`src/rtl/rom_loader_if.sv`:
```
//------------------------------------------------------------------------------
// rom_loader_if : byte-stream input and memory write port of the ROM loader
// Revision      : 1.0
//------------------------------------------------------------------------------
`default_nettype none

interface rom_loader_if;
    logic [7:0]  rx_data;
    logic        rx_valid;
    logic        rx_ready;
    logic [15:0] mem_addr;
    logic [15:0] mem_din;
    logic        mem_we;
    logic        BW;
    logic        busy;
    logic        done;
    logic        err;

    modport master (
        output rx_data, rx_valid,
        input  rx_ready, mem_addr, mem_din, mem_we, BW, busy, done, err
    );

    modport slave (
        input  rx_data, rx_valid,
        output rx_ready, mem_addr, mem_din, mem_we, BW, busy, done, err
    );
endinterface

`default_nettype wire

```
`src/rtl/rom_loader.sv`:
```
//------------------------------------------------------------------------------
// rom_loader : turns framed load records on a byte stream into program-memory
//              writes, with range/alignment checking and busy/done/err status
// Revision   : 1.0
//------------------------------------------------------------------------------
`default_nettype none

module rom_loader #(
    parameter logic [15:0] BOUND_U = 16'hFFFF,
    parameter logic [15:0] BOUND_L = 16'hC000
) (
    input wire logic        clk,
    input wire logic        rst_n,
    rom_loader_if.slave     io_bus
);

    typedef enum logic [3:0] {
        ST_IDLE   = 4'd0,
        ST_ADDR_L = 4'd1,
        ST_ADDR_H = 4'd2,
        ST_CNT_L  = 4'd3,
        ST_CNT_H  = 4'd4,
        ST_CHECK  = 4'd5,
        ST_DATA_L = 4'd6,
        ST_DATA_H = 4'd7,
        ST_WRITE  = 4'd8,
        ST_DRAIN  = 4'd9,
        ST_DONE   = 4'd10
    } state_t;

    state_t      r_state;
    state_t      w_state_next;
    logic [15:0] r_addr;
    logic [15:0] r_cnt;
    logic        r_bm;
    logic [7:0]  r_low;
    logic [15:0] r_mem_addr;
    logic [15:0] r_mem_din;
    logic        r_err;

    logic        w_ready;
    logic        w_xfer;
    logic [14:0] w_n;
    logic [15:0] w_drain_len;
    logic [16:0] w_span;
    logic [16:0] w_step;
    logic [16:0] w_end;
    logic        w_chk_err;

    always_comb begin
        w_ready = 1'b0;
        case (r_state)
            ST_IDLE, ST_ADDR_H, ST_CNT_L, ST_CNT_H,
            ST_DATA_L, ST_DATA_H, ST_DRAIN: w_ready = 1'b1;
            default:                        w_ready = 1'b0;
        endcase
    end

    assign w_xfer = w_ready & io_bus.rx_valid & rst_n;

    // Range check in 17 bits so a record running past 16'hFFFF cannot wrap.
    assign w_n         = r_cnt[14:0];
    assign w_drain_len = r_bm ? {1'b0, w_n} : {w_n, 1'b0};
    assign w_span      = {1'b0, w_drain_len};
    assign w_step      = r_bm ? 17'd1 : 17'd2;
    assign w_end       = {1'b0, r_addr} + w_span - w_step;
    assign w_chk_err   = (r_addr < BOUND_L)
                       | (~r_bm & r_addr[0])
                       | ((w_n != 15'd0) & (w_end > {1'b0, BOUND_U}));

    always_comb begin
        w_state_next = r_state;
        case (r_state)
            ST_IDLE:   if (w_xfer) w_state_next = ST_ADDR_H;
            ST_ADDR_H: if (w_xfer) w_state_next = ST_CNT_L;
            ST_CNT_L:  if (w_xfer) w_state_next = ST_CNT_H;
            ST_CNT_H:  if (w_xfer) w_state_next = ST_CHECK;
            ST_CHECK: begin
                if (w_chk_err)
                    w_state_next = (w_drain_len == 16'd0) ? ST_IDLE : ST_DRAIN;
                else if (w_n == 15'd0)
                    w_state_next = ST_DONE;
                else
                    w_state_next = r_bm ? ST_DATA_H : ST_DATA_L;
            end
            ST_DATA_L: if (w_xfer) w_state_next = ST_DATA_H;
            ST_DATA_H: if (w_xfer) w_state_next = ST_WRITE;
            ST_WRITE: begin
                if (r_cnt == 16'd1)
                    w_state_next = ST_DONE;
                else
                    w_state_next = r_bm ? ST_DATA_H : ST_DATA_L;
            end
            ST_DRAIN:  if (w_xfer && r_cnt == 16'd1) w_state_next = ST_IDLE;
            ST_DONE:   w_state_next = ST_IDLE;
            default:   w_state_next = ST_IDLE;
        endcase
    end

    always_ff @(posedge clk) begin
        if (!rst_n) begin
            r_state    <= ST_IDLE;
            r_addr     <= 16'h0000;
            r_cnt      <= 16'h0000;
            r_bm       <= 1'b0;
            r_low      <= 8'h00;
            r_mem_addr <= 16'h0000;
            r_mem_din  <= 16'h0000;
            r_err      <= 1'b0;
        end else begin
            r_state <= w_state_next;
            case (r_state)
                ST_IDLE: if (w_xfer) begin
                    r_addr[7:0] <= io_bus.rx_data;
                    r_err       <= 1'b0;
                end
                ST_ADDR_H: if (w_xfer) r_addr[15:8] <= io_bus.rx_data;
                ST_CNT_L:  if (w_xfer) r_cnt[7:0]   <= io_bus.rx_data;
                ST_CNT_H: if (w_xfer) begin
                    r_cnt[15:8] <= {1'b0, io_bus.rx_data[6:0]};
                    r_bm        <= io_bus.rx_data[7];
                end
                ST_CHECK: if (w_chk_err) begin
                    r_cnt <= w_drain_len;
                    r_err <= 1'b1;
                end
                ST_DATA_L: if (w_xfer) r_low <= io_bus.rx_data;
                ST_DATA_H: if (w_xfer) begin
                    r_mem_addr <= r_addr;
                    r_mem_din  <= r_bm ? {8'h00, io_bus.rx_data} : {io_bus.rx_data, r_low};
                end
                ST_WRITE: begin
                    r_addr <= r_addr + w_step[15:0];
                    r_cnt  <= r_cnt - 16'd1;
                end
                ST_DRAIN: if (w_xfer) r_cnt <= r_cnt - 16'd1;
                default: ;
            endcase
        end
    end

    // rx_ready is gated by reset so nothing is offered as accepted while held in reset.
    assign io_bus.rx_ready = w_ready & rst_n;
    assign io_bus.mem_we   = (r_state == ST_WRITE);
    assign io_bus.BW       = (r_state == ST_WRITE) & r_bm;
    assign io_bus.mem_addr = r_mem_addr;
    assign io_bus.mem_din  = r_mem_din;
    assign io_bus.busy     = (r_state != ST_IDLE);
    assign io_bus.done     = (r_state == ST_DONE);
    assign io_bus.err      = r_err;

endmodule

`default_nettype wire

```
`src/flat_wrapper.sv`:
```
// flat-port wrapper written by rule: the top's interface ports become plain ports
module rom_loader_flat 
#(
    parameter logic [15:0] BOUND_U = 16'hFFFF,
    parameter logic [15:0] BOUND_L = 16'hC000
)
  (clk, rst_n, io_bus_rx_data, io_bus_rx_valid, io_bus_rx_ready, io_bus_mem_addr, io_bus_mem_din, io_bus_mem_we, io_bus_BW, io_bus_busy, io_bus_done, io_bus_err);
  rom_loader_if io_bus_i ();
  input wire logic clk;
  input wire logic rst_n;
  input wire logic [$bits(io_bus_i.rx_data)-1:0] io_bus_rx_data;
  input wire logic [$bits(io_bus_i.rx_valid)-1:0] io_bus_rx_valid;
  output wire logic [$bits(io_bus_i.rx_ready)-1:0] io_bus_rx_ready;
  output wire logic [$bits(io_bus_i.mem_addr)-1:0] io_bus_mem_addr;
  output wire logic [$bits(io_bus_i.mem_din)-1:0] io_bus_mem_din;
  output wire logic [$bits(io_bus_i.mem_we)-1:0] io_bus_mem_we;
  output wire logic [$bits(io_bus_i.BW)-1:0] io_bus_BW;
  output wire logic [$bits(io_bus_i.busy)-1:0] io_bus_busy;
  output wire logic [$bits(io_bus_i.done)-1:0] io_bus_done;
  output wire logic [$bits(io_bus_i.err)-1:0] io_bus_err;
  assign io_bus_i.rx_data = io_bus_rx_data;
  assign io_bus_i.rx_valid = io_bus_rx_valid;
  assign io_bus_rx_ready = io_bus_i.rx_ready;
  assign io_bus_mem_addr = io_bus_i.mem_addr;
  assign io_bus_mem_din = io_bus_i.mem_din;
  assign io_bus_mem_we = io_bus_i.mem_we;
  assign io_bus_BW = io_bus_i.BW;
  assign io_bus_busy = io_bus_i.busy;
  assign io_bus_done = io_bus_i.done;
  assign io_bus_err = io_bus_i.err;
  rom_loader #(.BOUND_U(BOUND_U), .BOUND_L(BOUND_L)) u_core (.clk(clk), .rst_n(rst_n), .io_bus(io_bus_i));
endmodule
```
`config.mk`:
```
export PLATFORM = sky130hd
export DESIGN_NAME = rom_loader_flat
export DESIGN_NICKNAME = d
export VERILOG_FILES = /design/src/rtl/rom_loader_if.sv /design/src/rtl/rom_loader.sv /design/src/flat_wrapper.sv
export SDC_FILE = /design/constraint.sdc
export NUM_CORES = 1
export LEC_CHECK = 0
export BUFFER_PORTS_ARGS = -buffer_cell sky130_fd_sc_hd__buf_2
export CAP_MARGIN = 15
export CELL_PAD_IN_SITES_DETAIL_PLACEMENT = 1
export CELL_PAD_IN_SITES_GLOBAL_PLACEMENT = 1
export CORE_ASPECT_RATIO = 0.6
export CORE_UTILIZATION = 48
export CTS_CLUSTER_DIAMETER = 60
export DETAILED_ROUTE_END_ITERATION = 8
export PLACE_DENSITY_LB_ADDON = 0.1
export SLEW_MARGIN = 10
export SYNTH_ARGS = -nofsm -noshare
export SYNTH_HDL_FRONTEND = slang
export SYNTH_SLANG_ARGS = --single-unit
```
`constraint.sdc`:
```
create_clock -name clk -period 12 [get_ports clk]
set_input_delay 1.2 -clock clk [delete_from_list [all_inputs] [get_ports clk]]
set_output_delay 1.2 -clock clk [all_outputs]
set_load 0.05 [all_outputs]
```
==> out/summary.txt <==
Dpl cell area = 5300 µm²
# diodes = 0
Die area = 11000 µm²
Netlist cell types = 66
Ranking of synthesized cells by area = dfxtp_1 31%, ha_1 8.9%, nand2_1 7.1%
Fin area = 5660 µm²
Non-Filler Instances = 821
CP arrival = 4.59 ns
CTS Buf Count = 9
Final period utilization = 36.4%
Post-synth EDFFs = 0
Power Internal = 484 µW
H-tree Lvls = 3
DR pass1 iterations = 5
Worst r2r path cells = 14
CTS tree = done
CTS max path bufs = 2
FF+latch count, synth = 78
Initial Util = 50.3%
Post_cts resized = 0
Final setup fails = 0
Post-cts hold buffer count = 0
Crit-path max FO = 32
Grt ovf = 0
Element type at the critical path end = register
Post-route DRC = 0
Critical path type = reg2reg
Worst vdd ir = 0.0657 mV
Slew @ Worst Pin = 1.13 ns
Share of the synthesized area in the top cell type = 30.9%
Cells after DPL = 806
Ratio of cells with drive above 1 in the final layout = 12.4%
Max Clk Rate = 229 MHz
Root Driver = clkbuf_16
Hold Path Cell Cnt = 2
Post-route ant nets = 0
Boundary pin count = 49
Sequential power share = 41.9%
Largest net degree at the start of global routing = 63
Final Net Count = 731
HPWL after DPL = 12.7 mm
Area growth syn-to-layout = 11.9%
Critical R2R Launch = u_core.r_bm
Hold Fails Final Rpt = 0
WP data required = 12.22 ns
Rows = 28
GP Congestion = 0.952
CP Launch Type = register
Mapped Area = 5060 µm²
Hold Path End = u_core.io_bus.mem_addr[8]
Min-delay src = u_core.io_bus.mem_addr[8]
Avg Inst Size Synth = 7.66 µm²
Gr usage total = 32.5%
Comb power frac = 7.3%
Final TNS setup = 0 ns
FILL cells = 1271
Die Wd = 135 µm
Clk pwr share = 50.8%
WL final = 17.3 mm
Top post-synthesis cells by count = 96 x nand2_1, 78 x dfxtp_1, 52 x nor2_1, 50 x inv_1, 48 x a21oi_1
Port buffer count = 48
Hold_ws = 0.456 ns
Min Clock Period, post-route = 4.37 ns
Worst min-delay path category = reg2reg
Ys async rst share = 0%
CORE AREA = 10100 µm²
Initial drt markers = 443
Syn nets = 709
First-pass GRT wire length = 27.2 mm
Post-synthesis sequential area ratio = 30.9%
Slew headroom = 24.4%
Max-slew violations = 0
Vias in the first global route = 5039
Dominant cell type by area after synthesis = dfxtp_1
DR vias = 5165
Initial antenna violation count = 0
R2r endpoint = u_core.r_cnt[3]
Standby leakage power = 2.30 nW
Vias per Instance = 6.29
Switching power of the nets = 145 µW
Top-count cell post-synth = nand2_1
Cell count after synthesis = 660
Switching share of power = 23.1%
MaxCap Viol Count = 0
Reg2Reg Setup Slack = 7.63 ns
Wire per inst = 21.1 µm
Syn. warnings = 0
Clock slew at reported path FFs = 0.06 ns
Core Util, Final = 56.3%
Power density over cell area = 111 nW/µm²
Unrepaired setup endpoints after global routing = no
Predominant post-synthesis flop cell = dfxtp_1
Clk sinks = 78
Clock Skew = 0.00636 ns
Clk_lat worst skew = 0.33 ns
Post-CTS repair timing setup buffer count = 0
Vert. Die Dim = 81.5 µm
Status = completed
kinds of logic (layout without fill, tap and decap cells):
group                      after synthesis  after routing  synth area share (%)
AOI/OAI and AO/OA                      170            170                  21.5
buffers and inverters                   94            120                  7.92
muxes                                   35             35                  6.95
and+or+nand+nor                        241            241                  22.3
DFF                                     78             78                  30.9
xor gates and xnor gates                 4              4                 0.693
adders and majority gates               38             38                  9.70
power groups by stage:
stage / Sequential, mW / Clock, mW / Combinational [mW]
floorplan: 0.268 / 0 / 0.0291
global placement: 0.269 / 0 / 0.0432
detailed placement: 0.270 / 0 / 0.0445
CTS: 0.264 / 0.323 / 0.0451
global route: 0.264 / 0.331 / 0.0499
finish: 0.264 / 0.320 / 0.0458
layout by cell type (no fill, tap or decap), drive strengths merged, types with 3 or more instances in the layout:
cell type	instances
ha	36
nor2b	8
a21o	3
and3	10
nor3b	3
nor4	9
o221ai	7
o22ai	6
a21oi	48
mux2i	34
o211ai	9
o21ai	44
nor2	52
a31oi	4
nand2	97
a31o	3
a311oi	4
bufinv	3
nand4	5
a211oi	17
or3	5
buf	54
nor3	14
a221oi	3
inv	51
clkbuf	10
nand3	25
dfxtp	78
nand2b	3
o31ai	4
worst max-delay path: stages (launching register included):
cell      delay [ns]
dfxtp_1         0.31
buf_4           0.44
inv_1           0.43
ha_1            0.45
inv_1           0.08
ha_1            0.14
inv_1           0.05
fa_1            0.36
nor2b_1         0.12
o31ai_1         0.07
a311oi_1        0.44
o21ai_0         0.26
a31oi_2         0.59
o211ai_1        0.19
a32o_1          0.30
through the flow:
step	total power [mW]	setup slack, ns
final	0.630	7.63
after detailed placement	0.314	7.43
after global routing	0.645	7.30
after CTS	0.632	7.37
after floorplan	0.297	7.90
after global placement	0.313	7.71
layer usage:
layer	up-vias	track usage, %	routed length [µm]
met5	-	0	0
met4	0	6.74	148
met2	219	51.7	7600
li1	2372	-	-
met3	17	6.98	1400
met1	2557	45.6	8160
flip-flops by register name, summed over array words and instances (netlist names):
| signal | count |
|---|---|
| u_core.io_bus.mem_addr | 16 |
| u_core.r_low | 8 |
| u_core.r_addr | 16 |
| u_core.io_bus.mem_din | 16 |
| u_core.io_bus.err | 1 |
| u_core.r_cnt | 16 |
| u_core.r_state | 4 |
| u_core.r_bm | 1 |
cell type report:
| cell class | count | area (µm²) | area share, % |
|---|---|---|---|
| clock inverters | 5 | 108 | 1.90 |
| clock buffers | 10 | 239 | 4.22 |
| flip-flops and latches | 78 | 1560 | 27.6 |
| repair buffers | 54 | 285 | 5.04 |
| inverters | 51 | 191 | 3.38 |
| well taps | 135 | 169 | 2.99 |
| multi-input cells | 488 | 3100 | 54.9 |
worst max path at each step:
stage,start,endpoint,slack (ns)
global route,u_core.r_bm,u_core.r_cnt[7],7.30
CTS,u_core.r_bm,u_core.r_cnt[7],7.37
finish,u_core.r_bm,u_core.r_cnt[3],7.63
floorplan,rst_n,io_bus_rx_ready,7.90
global placement,u_core.r_bm,u_core.r_cnt[7],7.71
detailed placement,u_core.r_bm,u_core.r_cnt[7],7.43
(Power assumes the default switching activity.)
